$ cat config.mk
export PLATFORM = sky130hd
export DESIGN_NAME = writeback_arbiter
export DESIGN_NICKNAME = d
export VERILOG_FILES = /design/src/rtl/writeback_arbiter.sv
export SDC_FILE = /design/constraint.sdc
export NUM_CORES = 1
export LEC_CHECK = 0
export ABC_AREA = 1
export BUFFER_PORTS_ARGS = -buffer_cell sky130_fd_sc_hd__buf_2
export CORE_MARGIN = 1.5
export CORE_UTILIZATION = 45
export CTS_CLUSTER_SIZE = 16
export DETAILED_ROUTE_END_ITERATION = 10
export GPL_TIMING_DRIVEN = 0
export PLACE_DENSITY = 0.64
export SKIP_LAST_GASP = 1
export SLEW_MARGIN = 20
export SYNTH_ARGS = -nofsm -noshare
export SYNTH_HDL_FRONTEND = slang
export SYNTH_SLANG_ARGS = --single-unit
$ cat constraint.sdc
create_clock -name clk -period 3.8 [get_ports clk]
set_input_delay 0.19 -clock clk [delete_from_list [all_inputs] [get_ports clk]]
set_output_delay 0.19 -clock clk [all_outputs]
set_load 0.05 [all_outputs]
$ cat src/rtl/writeback_arbiter.sv
// writeback_arbiter
//   Multi-source writeback stage. Each of NUM_SRC result producers pushes
//   {rd, data, load format} into its own small FIFO. A round-robin arbiter
//   retires one entry per cycle to the single register-file write port. Load
//   sign/zero extension is applied on the retire path.
//
//   Optional feature, selected with the macro WB_BYPASS_EN:
//     When it is defined, an entry pushed into an empty FIFO that wins
//     arbitration in the same cycle goes straight into the retire register.
//     The FIFO is not written in that case. Minimum latency is 1 cycle.
//     When it is undefined, every entry passes through its FIFO. Minimum
//     latency is 2 cycles.
//
//   Handshake: a push on source i happens at a rising edge when src_valid[i]
//   and src_ready[i] are both high. src_ready[i] depends only on the
//   registered occupancy count. A pop in the same cycle does not free a slot
//   until the next cycle, so there is no combinational path from ready to
//   valid. A source must hold its payload stable while valid is high and
//   ready is low.
module writeback_arbiter #(
  parameter int XLEN       = 32,
  parameter int NUM_SRC    = 3,
  parameter int FIFO_DEPTH = 2,
  parameter int REG_AW     = 5
) (
  input  logic                      clk,
  input  logic                      rst,
  input  logic [NUM_SRC-1:0]        src_valid,
  output logic [NUM_SRC-1:0]        src_ready,
  input  logic [NUM_SRC*REG_AW-1:0] src_rd,
  input  logic [NUM_SRC*XLEN-1:0]   src_data,
  input  logic [NUM_SRC-1:0]        src_is_load,
  input  logic [NUM_SRC*3-1:0]      src_funct3,
  input  logic [NUM_SRC*2-1:0]      src_byte_off,
  output logic                      rf_write_en,
  output logic [REG_AW-1:0]         rf_rd_addr,
  output logic [XLEN-1:0]           rf_rd_data,
  output logic                      wb_busy
);

  localparam int PW = (NUM_SRC > 1) ? $clog2(NUM_SRC) : 1;
  localparam int AW = $clog2(FIFO_DEPTH);
  localparam int CW = $clog2(FIFO_DEPTH + 1);
  localparam logic [CW-1:0] FULL_CNT = CW'(FIFO_DEPTH);
  localparam logic [PW-1:0] LAST_SRC = PW'(NUM_SRC - 1);

  // Per-source FIFO storage. Each field has its own array.
  logic [REG_AW-1:0] q_rd      [NUM_SRC][FIFO_DEPTH];
  logic [XLEN-1:0]   q_data    [NUM_SRC][FIFO_DEPTH];
  logic              q_is_load [NUM_SRC][FIFO_DEPTH];
  logic [2:0]        q_funct3  [NUM_SRC][FIFO_DEPTH];
  logic [1:0]        q_off     [NUM_SRC][FIFO_DEPTH];

  logic [AW-1:0]     wr_ptr    [NUM_SRC];
  logic [AW-1:0]     rd_ptr    [NUM_SRC];
  logic [CW-1:0]     count     [NUM_SRC];

  logic [PW-1:0]     rr_ptr;

  logic [NUM_SRC-1:0] not_empty;
  logic [NUM_SRC-1:0] push_req;
  logic [NUM_SRC-1:0] push_en;
  logic [NUM_SRC-1:0] pop_en;
  logic [NUM_SRC-1:0] arb_req;

  logic               grant_valid;
  logic [PW-1:0]      grant_idx;
  logic               take_bypass;

  logic [REG_AW-1:0]  sel_rd;
  logic [XLEN-1:0]    sel_data;
  logic               sel_is_load;
  logic [2:0]         sel_funct3;
  logic [1:0]         sel_off;

  // Load extension. Misaligned offsets still use the plain byte/half select.
  // Unknown funct3 codes pass the data through unchanged.
  function automatic logic [XLEN-1:0] load_ext(input logic [XLEN-1:0] d,
                                               input logic [2:0]      f3,
                                               input logic [1:0]      off);
    logic [7:0]      b;
    logic [15:0]     h;
    logic [XLEN-1:0] r;
    b = d[{off, 3'b000} +: 8];
    h = d[{off[1], 4'b0000} +: 16];
    case (f3)
      3'b000:  r = {{(XLEN-8){b[7]}}, b};
      3'b001:  r = {{(XLEN-16){h[15]}}, h};
      3'b100:  r = {{(XLEN-8){1'b0}}, b};
      3'b101:  r = {{(XLEN-16){1'b0}}, h};
      default: r = d;
    endcase
    return r;
  endfunction

  // Per-source status: occupancy flags, ready from the registered count, and push requests.
  always_comb begin
    not_empty = '0;
    src_ready = '0;
    push_req  = '0;
    for (int i = 0; i < NUM_SRC; i++) begin
      not_empty[i] = (count[i] != '0);
      src_ready[i] = (count[i] != FULL_CNT);
      push_req[i]  = src_valid[i] & (count[i] != FULL_CNT);
    end
  end

  // Arbitration request set. With bypass enabled, an empty FIFO that is being
  // pushed this cycle also competes.
  always_comb begin
`ifdef WB_BYPASS_EN
    arb_req = not_empty | push_req;
`else
    arb_req = not_empty;
`endif
  end

  // Round-robin search: grant the first requester at index rr_ptr or above, wrapping.
  always_comb begin
    int j;
    grant_valid = 1'b0;
    grant_idx   = '0;
    j           = 0;
    for (int k = 0; k < NUM_SRC; k++) begin
      j = int'(rr_ptr) + k;
      if (j >= NUM_SRC) j = j - NUM_SRC;
      if (!grant_valid && arb_req[j]) begin
        grant_valid = 1'b1;
        grant_idx   = PW'(j);
      end
    end
  end

  // A grant to an empty FIFO can only come from the bypass request.
  always_comb begin
`ifdef WB_BYPASS_EN
    take_bypass = grant_valid && !not_empty[grant_idx];
`else
    take_bypass = 1'b0;
`endif
  end

  // Push and pop enables. A bypassed entry never enters its FIFO.
  always_comb begin
    push_en = '0;
    pop_en  = '0;
    for (int i = 0; i < NUM_SRC; i++) begin
      push_en[i] = push_req[i] & ~(take_bypass & (grant_idx == PW'(i)));
      pop_en[i]  = grant_valid & (grant_idx == PW'(i)) & not_empty[i];
    end
  end

  // Retire candidate: the head of the granted FIFO, or the live source inputs on a bypass.
  always_comb begin
    sel_rd      = q_rd[grant_idx][rd_ptr[grant_idx]];
    sel_data    = q_data[grant_idx][rd_ptr[grant_idx]];
    sel_is_load = q_is_load[grant_idx][rd_ptr[grant_idx]];
    sel_funct3  = q_funct3[grant_idx][rd_ptr[grant_idx]];
    sel_off     = q_off[grant_idx][rd_ptr[grant_idx]];
    if (take_bypass) begin
      sel_rd      = src_rd[grant_idx*REG_AW +: REG_AW];
      sel_data    = src_data[grant_idx*XLEN +: XLEN];
      sel_is_load = src_is_load[grant_idx];
      sel_funct3  = src_funct3[grant_idx*3 +: 3];
      sel_off     = src_byte_off[grant_idx*2 +: 2];
    end
  end

  // FIFO payload write. The storage needs no reset because validity is tracked by count.
  always_ff @(posedge clk) begin
    for (int i = 0; i < NUM_SRC; i++) begin
      if (push_en[i]) begin
        q_rd[i][wr_ptr[i]]      <= src_rd[i*REG_AW +: REG_AW];
        q_data[i][wr_ptr[i]]    <= src_data[i*XLEN +: XLEN];
        q_is_load[i][wr_ptr[i]] <= src_is_load[i];
        q_funct3[i][wr_ptr[i]]  <= src_funct3[i*3 +: 3];
        q_off[i][wr_ptr[i]]     <= src_byte_off[i*2 +: 2];
      end
    end
  end

  // FIFO pointers and occupancy. Reset discards every queued entry.
  always_ff @(posedge clk) begin
    for (int i = 0; i < NUM_SRC; i++) begin
      if (rst) begin
        wr_ptr[i] <= '0;
        rd_ptr[i] <= '0;
        count[i]  <= '0;
      end else begin
        if (push_en[i]) wr_ptr[i] <= wr_ptr[i] + 1'b1;
        if (pop_en[i])  rd_ptr[i] <= rd_ptr[i] + 1'b1;
        count[i] <= count[i] + CW'(push_en[i]) - CW'(pop_en[i]);
      end
    end
  end

  // Round-robin pointer: moves past the winner, and holds when nothing is granted.
  always_ff @(posedge clk) begin
    if (rst) begin
      rr_ptr <= '0;
    end else if (grant_valid) begin
      rr_ptr <= (grant_idx == LAST_SRC) ? '0 : grant_idx + 1'b1;
    end
  end

  // Retire register. An rd of x0 is consumed, but its write strobe is suppressed.
  always_ff @(posedge clk) begin
    if (rst) begin
      rf_write_en <= 1'b0;
      rf_rd_addr  <= '0;
      rf_rd_data  <= '0;
    end else if (grant_valid) begin
      rf_write_en <= (sel_rd != '0);
      rf_rd_addr  <= sel_rd;
      rf_rd_data  <= sel_is_load ? load_ext(sel_data, sel_funct3, sel_off) : sel_data;
    end else begin
      rf_write_en <= 1'b0;
    end
  end

  assign wb_busy = (|not_empty) | rf_write_en;

endmodule

==> impl_summary.md, run 1 <==
Synthesis
The dominant combinational cell family by area after synthesis is simple AND/OR/NAND/NOR gates. After synthesis, the mean cell area works out to roughly 12 um^2. The adder-cell share of the synthesized area is 0.872%. The portion of synthesized area spent on multiplexers is 0%. The cell accounting for the most synthesized area is sky130_fd_sc_hd__edfxtp_1. By area the synthesized netlist is led by sky130_fd_sc_hd__edfxtp_1 (61%), sky130_fd_sc_hd__nand2_1 (7.2%), sky130_fd_sc_hd__dfxtp_1 (7.1%).

The count of flip-flops with a built-in enable after synthesis is approximately 260. The total of warnings raised by yosys is 0. The synthesized netlist devotes around 17% of its cell area to simple gates. After synthesis, flip-flops and latches occupy between 60 and 70% of the total area. Among all flip-flop cells after synthesis, the most frequent one is sky130_fd_sc_hd__edfxtp_1. Summing the areas of all compound-gate instances in the mapped netlist gives under 10% of the synthesized area. The area share of xor/xnor cells in the synthesized design is less than 1%.

The flip-flop and latch count after synthesis is between 300 and 400. When the netlist entered floorplanning its net count stood at between 1,000 and 1,500. The mapped cell area is 12,900 um^2. The fraction of post-synthesis cell area in the top cell type by area is roughly three fifths. The netlist uses 39 different library cells. The share of flip-flops with an asynchronous set or reset is 0%.

Ranked by instance count, the synthesized netlist is headed by sky130_fd_sc_hd__edfxtp_1 (264), sky130_fd_sc_hd__nand2_1 (247), sky130_fd_sc_hd__nor2_1 (108), sky130_fd_sc_hd__o21ai_0 (72), sky130_fd_sc_hd__inv_1 (50). The post-synthesis instance total is 1,112. The most common cell in the netlist is sky130_fd_sc_hd__edfxtp_1.

Routing
The post-route DRC violation count is 0. In the final routed layout, each cell accounts on average for approximately 19 um. The via density per instance is approximately 5.2.

The remaining antenna violation count is 0. The routed wire length is 35.6 mm. The first detailed-routing pass took 5 iterations. The initial detailed-routing violation count is between 800 and 900.

The via total after detailed routing is 9,669.

Clocking
The CTS tree is done. Buffers inserted to repair hold after CTS numbered ~130. The root buffer cell chosen for the clock tree is sky130_fd_sc_hd__clkbuf_16. Once the clock tree was built, the resizer swapped 0 gates to a different size. Buffers inserted during clock tree synthesis total 34. The maximum number of buffers from clock root to sink is 3. The clock transition time at the flip-flop clock pins of the worst setup and hold paths is ~0.06 ns. For the worst-skew pair, the clock arrives at the later sink with an insertion delay of around 0.51 ns. The CTS H-tree depth is 2. Buffers added to address setup during post-CTS repair amount to 0.

The number of clock sinks is 310.

Timing
The sum of negative setup slack is 0 ns. The total count of max-transition violations in the final report came to 0. The worst-case headroom to the max-slew limit is around 56%. Setup slack on the critical path of the routed design comes to approximately 0.29 ns. The minimum clock period after layout is about 3.5 ns.

The final clock skew is 0.0135 ns. The final-report hold violation count is 0. The maximum frequency from static timing analysis is approximately 280 MHz. Setup repair after global routing left no endpoint under its margin. At the pin with the least slew margin, the transition time is 0.650 ns. The final number of setup-violating endpoints is 0. The share of the cycle needed by the critical path after routing is between 90% and 100%.

Place
In this run the tool buffered the top-level ports with ~180 buffer cells. The setup slack at placement is 0.383 ns. Once detailed placement completed, the half-perimeter wirelength came to roughly 25 mm. Routability-driven placement finished with a final weighted congestion of 0.878.

Worst setup path
The critical path start-end classification is reg -> reg. The sort of element at the end of the critical path is a flip-flop. The register-to-register setup slack is around 0.29 ns. The worst endpoint data arrival time is 3.97 ns.

The source of the worst register-to-register timing path is rr_ptr[0]$_SDFFE_PP0N_. The worst setup path is launched from a flip-flop. Of all nets on the critical path, the largest fanout is 10.

The beginning of the critical path is rr_ptr[0]$_SDFFE_PP0N_. STA puts the critical path data required time at between 4 and 5 ns.

Layout
The number of diodes is 0. The share of final-layout standard cells stronger than drive strength 1 is 24.2%. The filler cells instantiated in the layout total approximately 2,200. The area growth from synthesis to layout is 31.2%. The total area of multi-input combinational cells is roughly 3600 um^2.

In the final design database the tool counted approximately 1,600 nets. Summing all flip-flop and latch instances after layout gives a little under 9000 um^2.

Hold path
The kind of path behind the tightest hold check is in -> reg. The beginning of the worst hold path is rst.

GRT
The first global-routing pass estimated between 50 and 60 mm of wire. The number of antenna violations at the first check in global routing is 0. The total routing usage reported by global routing is around 24%.

The via count of the first global-routing pass is between 9,000 and 10,000. The maximum number of pins on one net before global-route repair is 23. The total congestion overflow after global routing is 0.

Floorplanning
From left edge to right edge, the die measures around 170 um. The die covers around 30,000 um^2. The die height is 172 um.

The region available for standard cell placement spans about 28,000 um^2. The total number of placement rows is 61. The count of boundary I/O pins is between 150 and 200. The initial utilization of the core area, before any placement, comes to between 40 and 50%.

Outcome
The flow ran to the end, and the final reports show no timing, DRC or antenna violations.

Flow run
The reported max-cap violation count is 0.
[critical path, cell delays in order, from the launching register on]
cell                      delay (ns)
sky130_fd_sc_hd__dfxtp_1        0.36
sky130_fd_sc_hd__inv_1          0.07
sky130_fd_sc_hd__ha_1           0.38
sky130_fd_sc_hd__inv_2          0.07
sky130_fd_sc_hd__nand2_1        0.09
sky130_fd_sc_hd__nand3_1        0.09
sky130_fd_sc_hd__nand2_1        0.13
sky130_fd_sc_hd__nand4_1        0.20
sky130_fd_sc_hd__nand2_2        0.23
sky130_fd_sc_hd__buf_4          0.22
sky130_fd_sc_hd__buf_2          0.28
sky130_fd_sc_hd__buf_2          0.33
sky130_fd_sc_hd__nor2_1         0.07
sky130_fd_sc_hd__o21ai_0        0.32
sky130_fd_sc_hd__nand3_1        0.22
sky130_fd_sc_hd__nand2_1        0.11
sky130_fd_sc_hd__nand2_1        0.05
sky130_fd_sc_hd__nand3_1        0.09
sky130_fd_sc_hd__nand2_1        0.08
sky130_fd_sc_hd__nand2_1        0.06
[through the flow]
stage	instance area, um^2	instances	utilization [%]	hold slack [ns]
3_3_place_gp	14300	1665	50.9	0.378
4_1_cts	16900	1868	60.5	0.0833
5_1_grt	16900	1868	60.5	0.130
6_report	16900	1868	60.5	0.106
2_1_floorplan	12900	1112	-	0.289
3_5_place_dp	14600	1677	52.1	0.381
[sequential cells by signal (all words and copies together), names as in the netlist]
register and count:
count 6, q_data 192, q_funct3 18, q_is_load 6
q_off 12, q_rd 30, rd_ptr 3, rf_rd_addr 5
rf_rd_data 32, rf_write_en 1, rr_ptr 2, wr_ptr 3
[layout make-up]
class,count,share of cell area (%)
multi-input cells,695,21.0
inverters,55,1.22
clock buffers,44,5.24
flip-flops and latches,310,52.2
plain buffers,52,2.04
well taps,378,2.79
clock inverters,18,1.07
repair buffers,316,14.4
[layer usage]
metal / GRT usage [%] / up-vias / wire length, um
met5: 0 / - / 0
met4: 7.30 / 0 / 792
met3: 3.16 / 55 / 2540
met2: 39.3 / 401 / 16800
met1: 34.2 / 4609 / 15500
li1: - / 4604 / -
[worst paths after layout]
| path | endpoint | cells after the start |
|---|---|---|
| setup / recovery | rf_rd_data[5]$_SDFFE_PP0N_ | 19 |
| hold / removal | rf_rd_data[31]$_SDFFE_PP0N_ | 4 |
| setup reg to reg | rf_rd_data[5]$_SDFFE_PP0N_ | 19 |
| hold reg to reg | rf_rd_data[7]$_SDFFE_PP0N_ | 2 |
[kinds of logic (layout without fill, tap and decap cells)]
group	after synthesis	in the layout
buf+inv	107	485
fa+ha+maj	9	9
compound gates	195	195
xor+xnor	3	3
simple gates	488	488
flops	310	310
[layout by cell type (no fill, tap or decap), types with 4 or more instances in the layout]
cell / netlist / routed
sky130_fd_sc_hd__a21oi_1: 31 / 31
sky130_fd_sc_hd__a21oi_4: 10 / 10
sky130_fd_sc_hd__a31oi_1: 11 / 11
sky130_fd_sc_hd__buf_12: 1 / 8
sky130_fd_sc_hd__buf_16: 0 / 5
sky130_fd_sc_hd__buf_2: 20 / 195
sky130_fd_sc_hd__buf_4: 7 / 7
sky130_fd_sc_hd__buf_6: 11 / 11
sky130_fd_sc_hd__clkbuf_1: 13 / 23
sky130_fd_sc_hd__clkbuf_16: 0 / 34
sky130_fd_sc_hd__clkinv_1: 1 / 7
sky130_fd_sc_hd__clkinv_2: 0 / 4
sky130_fd_sc_hd__dfxtp_1: 46 / 46
sky130_fd_sc_hd__dlygate4sd3_1: 0 / 129
sky130_fd_sc_hd__edfxtp_1: 264 / 264
sky130_fd_sc_hd__ha_1: 9 / 9
sky130_fd_sc_hd__inv_1: 50 / 50
sky130_fd_sc_hd__inv_2: 4 / 4
sky130_fd_sc_hd__nand2_1: 247 / 247
sky130_fd_sc_hd__nand2_2: 15 / 15
sky130_fd_sc_hd__nand2_4: 5 / 5
sky130_fd_sc_hd__nand3_1: 44 / 44
sky130_fd_sc_hd__nand4_1: 12 / 12
sky130_fd_sc_hd__nor2_1: 108 / 102
sky130_fd_sc_hd__nor2_2: 6 / 6
sky130_fd_sc_hd__nor2_4: 1 / 7
sky130_fd_sc_hd__nor3_1: 6 / 6
sky130_fd_sc_hd__o211ai_1: 9 / 9
sky130_fd_sc_hd__o21ai_0: 72 / 72
sky130_fd_sc_hd__o21ai_1: 16 / 16
sky130_fd_sc_hd__o21ai_2: 4 / 4
sky130_fd_sc_hd__o22ai_1: 34 / 34
sky130_fd_sc_hd__or2_2: 32 / 32
Power of run 1 is not shown: default switching activity piles up to over one toggle a cycle in this logic, so the estimate is an artifact.
==> run 2: changes to the inputs <==
--- a/config.mk
+++ b/config.mk
@@ -8,11 +8,12 @@
 export ABC_AREA = 1
 export BUFFER_PORTS_ARGS = -buffer_cell sky130_fd_sc_hd__buf_2
 export CORE_MARGIN = 1.5
-export CORE_UTILIZATION = 45
+export CORE_UTILIZATION = 40
 export CTS_CLUSTER_SIZE = 16
 export DETAILED_ROUTE_END_ITERATION = 10
 export GPL_TIMING_DRIVEN = 0
-export PLACE_DENSITY = 0.64
+export MAX_ROUTING_LAYER = met4
+export PLACE_DENSITY = 0.58
 export SKIP_LAST_GASP = 1
 export SLEW_MARGIN = 20
 export SYNTH_ARGS = -nofsm -noshare
==> impl_summary.md, run 2 (synthesized netlist as in run 1, its figures left out) <==
Routing
The number of detailed-routing iterations run before antenna repair is 5. The routed wire length per instance is approximately 19 um. The remaining antenna violation count is 0. The via density per instance is 5.09. Wires add up to 36.6 mm.

After detailed routing, the number of remaining DRC violations is 0. The initial detailed-routing violation count is roughly 770. Summing over every cut layer, the via total after detailed routing is between 9,000 and 10,000.

Clocking
No sink is reached through more buffers than the 3 on the longest clock path. In this run, post-CTS repair resized a total of 0 instances. The cell sitting at the root of the clock tree is a sky130_fd_sc_hd__clkbuf_16.

After clock tree synthesis, the clock-pin slew on the worst setup and hold paths is 0.06 ns. The CTS H-tree depth is 2. The number of buffers created by CTS is 35. The insertion delay to the later sink of the worst-skew pair is 0.53 ns.

Counting every sink on the clock net gives 310. TritonCTS built the clock tree.

Flow run
The tool flagged a number of max-cap violations equal to 0.

Layout
The fill cell instance count of the final layout is between 2,000 and 3,000. The final-stage net count is ~1,600. The most common cell after layout, fill and taps aside is sky130_fd_sc_hd__edfxtp_1. The register with the most flip-flops in the layout has 192 of them. The top cell types in the final layout, fill and taps aside, are sky130_fd_sc_hd__edfxtp_1 (264), sky130_fd_sc_hd__nand2_1 (247), sky130_fd_sc_hd__buf_2 (195). The post-route netlist has 24.4% of its cells at a drive strength greater than 1. The area growth from synthesis to layout is 31.8%.

Timing
The final-report hold violation count is 0. The final number of setup-violating endpoints is 0. Subtracting the final worst setup slack from the clock period gives 3.53 ns.

For the pin with the worst max-slew slack, the measured transition is approximately 0.7 ns. The final clock skew is 0.0246 ns. The total count of max-transition violations in the final report came to 0. The share of the cycle needed by the critical path after routing is between 90% and 100%. The worst-case headroom to the max-slew limit is between 50% and 60%.

Hold timing on the final database bottoms out at a slack of 0.0907 ns. The maximum frequency from static timing analysis is 283 MHz. Setup repair after global routing left no endpoint under its margin. The sum of negative setup slack is 0 ns. After layout, the worst setup slack is ~0.27 ns.

GRT
The maximum number of pins on one net before global-route repair is 22. Global routing used 22.7% of the available tracks. The first global-routing pass estimated about 55 mm of wire.

The total congestion overflow after global routing is 0. The via count of the first global-routing pass came to about 9,500. The number of antenna violations at the first check in global routing is 1.

Worst setup path
The worst endpoint data arrival time is around 4 ns. By startpoint and endpoint, the worst setup path is classified as reg -> reg. Along the worst path, the maximum fanout reaches 10. The startpoint type of the worst setup path is a flip-flop.

The sort of element at the end of the critical path is a flip-flop. The critical path data required time is roughly 4.3 ns. The register-to-register setup slack is between 0.2 and 0.3 ns.

Floorplanning
The die is roughly 180 um wide. The die covers 33,400 um^2. The count of boundary I/O pins is around 180. The total number of placement rows is 65. Once the floorplan was initialized, standard cells occupied 40.8% of the core. The placeable core region is roughly 32,000 um^2. The die height is about 180 um.

Hold path
The min-delay analysis places its worst path in the category in -> reg.

Outcome
The run finished with clean final reports.

Place
Detailed placement finished with a half-perimeter wire length of about 26 mm. At the end of routability-driven placement, the weighted congestion stood at 0.881. Buffers placed on the I/O ports in this run total around 180. Prior to clock tree synthesis, the placed netlist has a worst setup slack of ~0.34 ns.
## run 2: cell types whose count changed in the layout (fill, tap and decap cells not counted), sizes merged
cell      previous run  this run
clkinv              12        10
bufinv               3         4
clkbuf              57        58
clkinvlp             2         1
diode                0         1
inv                 56        57
## run 2: timing repair
action / 4_1_cts / 5_1_grt
hold buffers: 129 / 0
endpoints found under the hold margin: 258 / 0
setup buffers: 0 / 0
## run 2: final cells by class
type / count / area, um^2 / share of cell area, %
inverters: 55 / 206 / 1.21
well taps: 402 / 503 / 2.95
plain buffers: 52 / 345 / 2.03
diodes: 1 / 2.50 / 0.0147
flip-flops and latches: 310 / 8850 / 52.0
multi-input cells: 695 / 3560 / 20.9
clock buffers: 45 / 923 / 5.42
repair buffers: 316 / 2440 / 14.4
clock inverters: 17 / 193 / 1.13
## run 2: through the flow
stage | instances | area (um^2) | util [%]
3_3_place_gp | 1689 | 14300 | 45.2
6_report | 1893 | 17000 | 53.8
5_1_grt | 1893 | 17000 | 53.8
2_1_floorplan | 1112 | 12900 | -
3_5_place_dp | 1701 | 14600 | 46.2
4_1_cts | 1892 | 17000 | 53.8
## run 2: path summary, 6_finish.rpt
kind,cells after the start,endpoint,start
max reg2reg,19,rf_rd_data[1]$_SDFFE_PP0N_,rr_ptr[0]$_SDFFE_PP0N_
max,19,rf_rd_data[1]$_SDFFE_PP0N_,rr_ptr[0]$_SDFFE_PP0N_
min reg2reg,2,rf_rd_data[7]$_SDFFE_PP0N_,rf_rd_data[7]$_SDFFE_PP0N_
min,4,rf_rd_data[25]$_SDFFE_PP0N_,rst
## run 2: worst max-delay path, cell delays in order (launching register included)
cell and delay (ns):
sky130_fd_sc_hd__dfxtp_1 0.36, sky130_fd_sc_hd__inv_1 0.07, sky130_fd_sc_hd__ha_1 0.37, sky130_fd_sc_hd__inv_2 0.07, sky130_fd_sc_hd__nand2_1 0.09, sky130_fd_sc_hd__nand3_1 0.10, sky130_fd_sc_hd__nand2_1 0.14, sky130_fd_sc_hd__nand4_1 0.20
sky130_fd_sc_hd__nand2_2 0.22, sky130_fd_sc_hd__buf_4 0.22, sky130_fd_sc_hd__buf_2 0.27, sky130_fd_sc_hd__or2_2 0.15, sky130_fd_sc_hd__o211ai_1 0.08, sky130_fd_sc_hd__o21ai_0 0.57, sky130_fd_sc_hd__nand2_1 0.10, sky130_fd_sc_hd__o21ai_1 0.16
sky130_fd_sc_hd__nand2_1 0.12, sky130_fd_sc_hd__nand3_1 0.09, sky130_fd_sc_hd__nand2_1 0.06, sky130_fd_sc_hd__nand2_1 0.05
## run 2: metal layers
layer	vias to the layer above	GRT usage, %	part of all wire (%)
met2	341	36.3	47
met4	0	6.94	2.5
met5	-	-	0
li1	4601	-	-
met1	4621	29.9	45
met3	70	3.59	6.1
Power of run 2 is left out for the same reason.
==> run 3: changes to the inputs <==
--- a/config.mk
+++ b/config.mk
@@ -7,13 +7,14 @@
 export LEC_CHECK = 0
 export ABC_AREA = 1
 export BUFFER_PORTS_ARGS = -buffer_cell sky130_fd_sc_hd__buf_2
+export CAP_MARGIN = 15
 export CORE_MARGIN = 1.5
 export CORE_UTILIZATION = 40
 export CTS_CLUSTER_SIZE = 16
 export DETAILED_ROUTE_END_ITERATION = 10
 export GPL_TIMING_DRIVEN = 0
 export MAX_ROUTING_LAYER = met4
-export PLACE_DENSITY = 0.58
+export PLACE_DENSITY = 0.6
 export SKIP_LAST_GASP = 1
 export SLEW_MARGIN = 20
 export SYNTH_ARGS = -nofsm -noshare
==> constraint.sdc (replaced) <==
create_clock -name clk -period 3.2 [get_ports clk]
set_input_delay 0.16 -clock clk [delete_from_list [all_inputs] [get_ports clk]]
set_output_delay 0.16 -clock clk [all_outputs]
set_load 0.05 [all_outputs]
==> impl_summary.md, run 3 (synthesized netlist as in run 1, its figures left out) <==
Worst setup path
The most repeated library cell on the critical path is sky130_fd_sc_hd__nand2_1. The worst endpoint data arrival time is 3.52 ns. Broken down by cell family, the worst path's largest delay share belongs to simple AND/OR/NAND/NOR gates.

For this run, the slowest stage of the critical path takes 0.34 ns. The endpoint identified for the worst register-to-register timing path is rf_rd_data[3]$_SDFFE_PP0N_. In this run the worst path has a maximum fanout of 10. The number of cells on the worst reg-to-reg path is 21. The source of the worst register-to-register timing path is rr_ptr[0]$_SDFFE_PP0N_. The worst setup path is launched from a flip-flop. The number of buffers and inverters on the critical path is 6.

Walking the worst path, the cells encountered are inv_1 -> ha_4 -> inv_2 -> nand2_1 -> nand3_1 -> nand2_2 -> nand4_1 -> nand2_2 -> buf_6 -> inv_2 -> nand2_4 -> buf_6 -> buf_2 -> o21ai_0 -> o21ai_1 -> nand3_1 -> nand2_1 -> nand2_1 -> nand3_1 -> nand2_1 -> nand2_1. The slowest stage of the critical path belongs to the cell sky130_fd_sc_hd__dfxtp_2. At the worst endpoint, the required time is approximately 3.7 ns. The sort of element at the end of the critical path is a flip-flop. The worst setup path is of the reg -> reg kind.

The register-to-register setup slack is approximately 0.13 ns.

Clocking
TritonCTS built the clock tree. The tree is rooted in a sky130_fd_sc_hd__clkbuf_16. The number of clock sinks is 310. The clock transition time at the flip-flop clock pins of the worst setup and hold paths is ~0.060 ns. In this run the deepest clock path goes through 3 buffers.

The CTS H-tree depth is 2. TritonCTS created 35 clock buffers. The insertion delay to the later sink of the worst-skew pair is 0.51 ns.

Timing
The final-report hold violation count came to 0. At the pin with the least slew margin, the transition time is between 0.5 and 0.6 ns. Setup repair after global routing could not meet its margin everywhere.

Setup violations remaining at the end of the flow were counted as 0. The worst-case headroom to the max-slew limit is 63.0%. The final clock skew is 0.0145 ns. The maximum frequency from static timing analysis is 325 MHz. The share of the cycle needed by the critical path after routing is 96.0%. The minimum clock period after layout is ~3 ns. The total count of max-transition violations in the final report came to 0.

Layout
The sequential cells in the finished layout cover a total of 8850 um^2. The share of final-layout standard cells stronger than drive strength 1 is around 27%. Counting the fill cells in the layout gives 2,694. The register with the most flip-flops in the layout has between 150 and 200 of them. The repair_antennas step left the layout with diodes totalling 0. The core utilization of the finished layout is a little over half.

The multi-input combinational cells in the finished layout cover a total of 3670 um^2. The final-stage net count is ~1,600. The area growth from synthesis to layout is 34.5%. In the layout the commonest cells are sky130_fd_sc_hd__edfxtp_1 (264), sky130_fd_sc_hd__nand2_1 (244), sky130_fd_sc_hd__buf_2 (183). The library cell used most frequently in the layout, excluding fill and tap cells, is sky130_fd_sc_hd__edfxtp_1.

Floorplanning
The total number of placement rows is between 60 and 70. The x dimension of the die is around 180 um. The initial utilization of the core area, before any placement, comes to 40.8%. The floorplan step set the die height to ~180 um. about 180 I/O pins were placed. The die footprint is ~33,000 um^2. The placeable core region is around 32,000 um^2.

GRT
For this run, the total global-route usage over all layers was measured as about 22%. Entering global routing, the biggest net connects 23 pins. The via count of the first global-routing pass came to approximately 9,300. The first global-routing pass estimated between 50 and 60 mm of wire. The total congestion overflow after global routing is 0. The number of antenna violations at the first check in global routing is 0.

Hold path
The cell depth of the worst hold path is 4. The capture endpoint of the worst hold path is rf_rd_data[25]$_SDFFE_PP0N_. The beginning of the worst hold path is rst. The kind of path behind the tightest hold check is in -> reg.

Flow run
The reported max-cap violation count is 0.

Routing
The first detailed-routing pass took 5 iterations. After detailed routing, the number of vias per cell comes to 5.06. The via total after detailed routing is between 9,000 and 10,000. The initial detailed-routing violation count is about 740. In the routed design, unresolved DRC markers number 0. The routed wire length per instance is between 15 and 20 um. In this run the remaining antenna-violating nets after routing total 0.

Wires add up to 36.4 mm.

Place
Buffers placed on the I/O ports in this run total approximately 180. The HPWL after detailed placement is 25.5 mm. At the end of routability-driven placement, the weighted congestion stood at between 0.8 and 0.9.

Outcome
The run finished with clean final reports.
==> run 3: layer usage <==
metal / global-route usage, % / up-vias / part of all wire, %
met5: - / - / 0
met4: 5.22 / 0 / 1.5
met3: 2.77 / 38 / 6.0
met2: 36.0 / 344 / 48
met1: 30.1 / 4651 / 45
li1: - / 4639 / -
==> run 3: final cells by class <==
class | count | area share, %
Clock buffer | 41 | 5.42
Sequential cell | 310 | 51.0
Multi-Input combinational cell | 695 | 21.1
Tap cell | 402 | 2.90
Timing Repair Buffer | 337 | 15.0
Inverter | 55 | 1.21
Buffer | 52 | 2.50
Clock inverter | 21 | 0.865
==> run 3: through the flow <==
step | area (um^2) | hold WS [ns] | setup TNS, ns | worst slack (ns) | cells
final | 17400 | 0.0320 | 0 | 0.128 | 1913
after global placement | 14300 | 0.349 | -357.34 | -1.52 | 1689
after detailed placement | 14600 | 0.351 | -2.22 | -0.219 | 1701
after CTS | 17000 | 0.0182 | 0 | 0.00731 | 1892
after global routing | 17400 | 0.0668 | -0.280 | -0.108 | 1913
after floorplan | 12900 | 0.259 | -6.53 | -0.0255 | 1112
==> run 3: worst max path at each step <==
stage,end,from,slack [ns],cells after the start
4_1_cts,rf_rd_data[6]$_SDFFE_PP0N_,rr_ptr[1]$_SDFFE_PP0N_,0.007,23
2_1_floorplan,q_data[1][0]$_DFFE_PP_,count[1][0]$_SDFF_PP0_,-0.03,4
3_3_place_gp,q_data[2][61]$_DFFE_PP_,count[2][0]$_SDFF_PP0_,-1.52,4
3_5_place_dp,rf_rd_data[1]$_SDFFE_PP0N_,rr_ptr[0]$_SDFFE_PP0N_,-0.22,19
5_1_grt,count[0][1]$_SDFF_PP0_,rr_ptr[0]$_SDFFE_PP0N_,-0.11,20
6_report,rf_rd_data[3]$_SDFFE_PP0N_,rr_ptr[0]$_SDFFE_PP0N_,0.13,21
==> run 3: what timing repair did <==
item	4_1_cts	5_1_grt
endpoints found under the setup margin	31	39
cloned	0	2
gates resized for setup	26	50
endpoints found under the hold margin	258	0
hold buffers	129	0
setup buffers	0	19
pin swaps	1	9
==> run 3: worst min-delay path: stages <==
cell and delay, ns:
sky130_fd_sc_hd__buf_2 0.08, sky130_fd_sc_hd__inv_1 0.10, sky130_fd_sc_hd__o21ai_0 0.10, sky130_fd_sc_hd__a21oi_1 0.04
Power of run 3 is left out for the same reason.
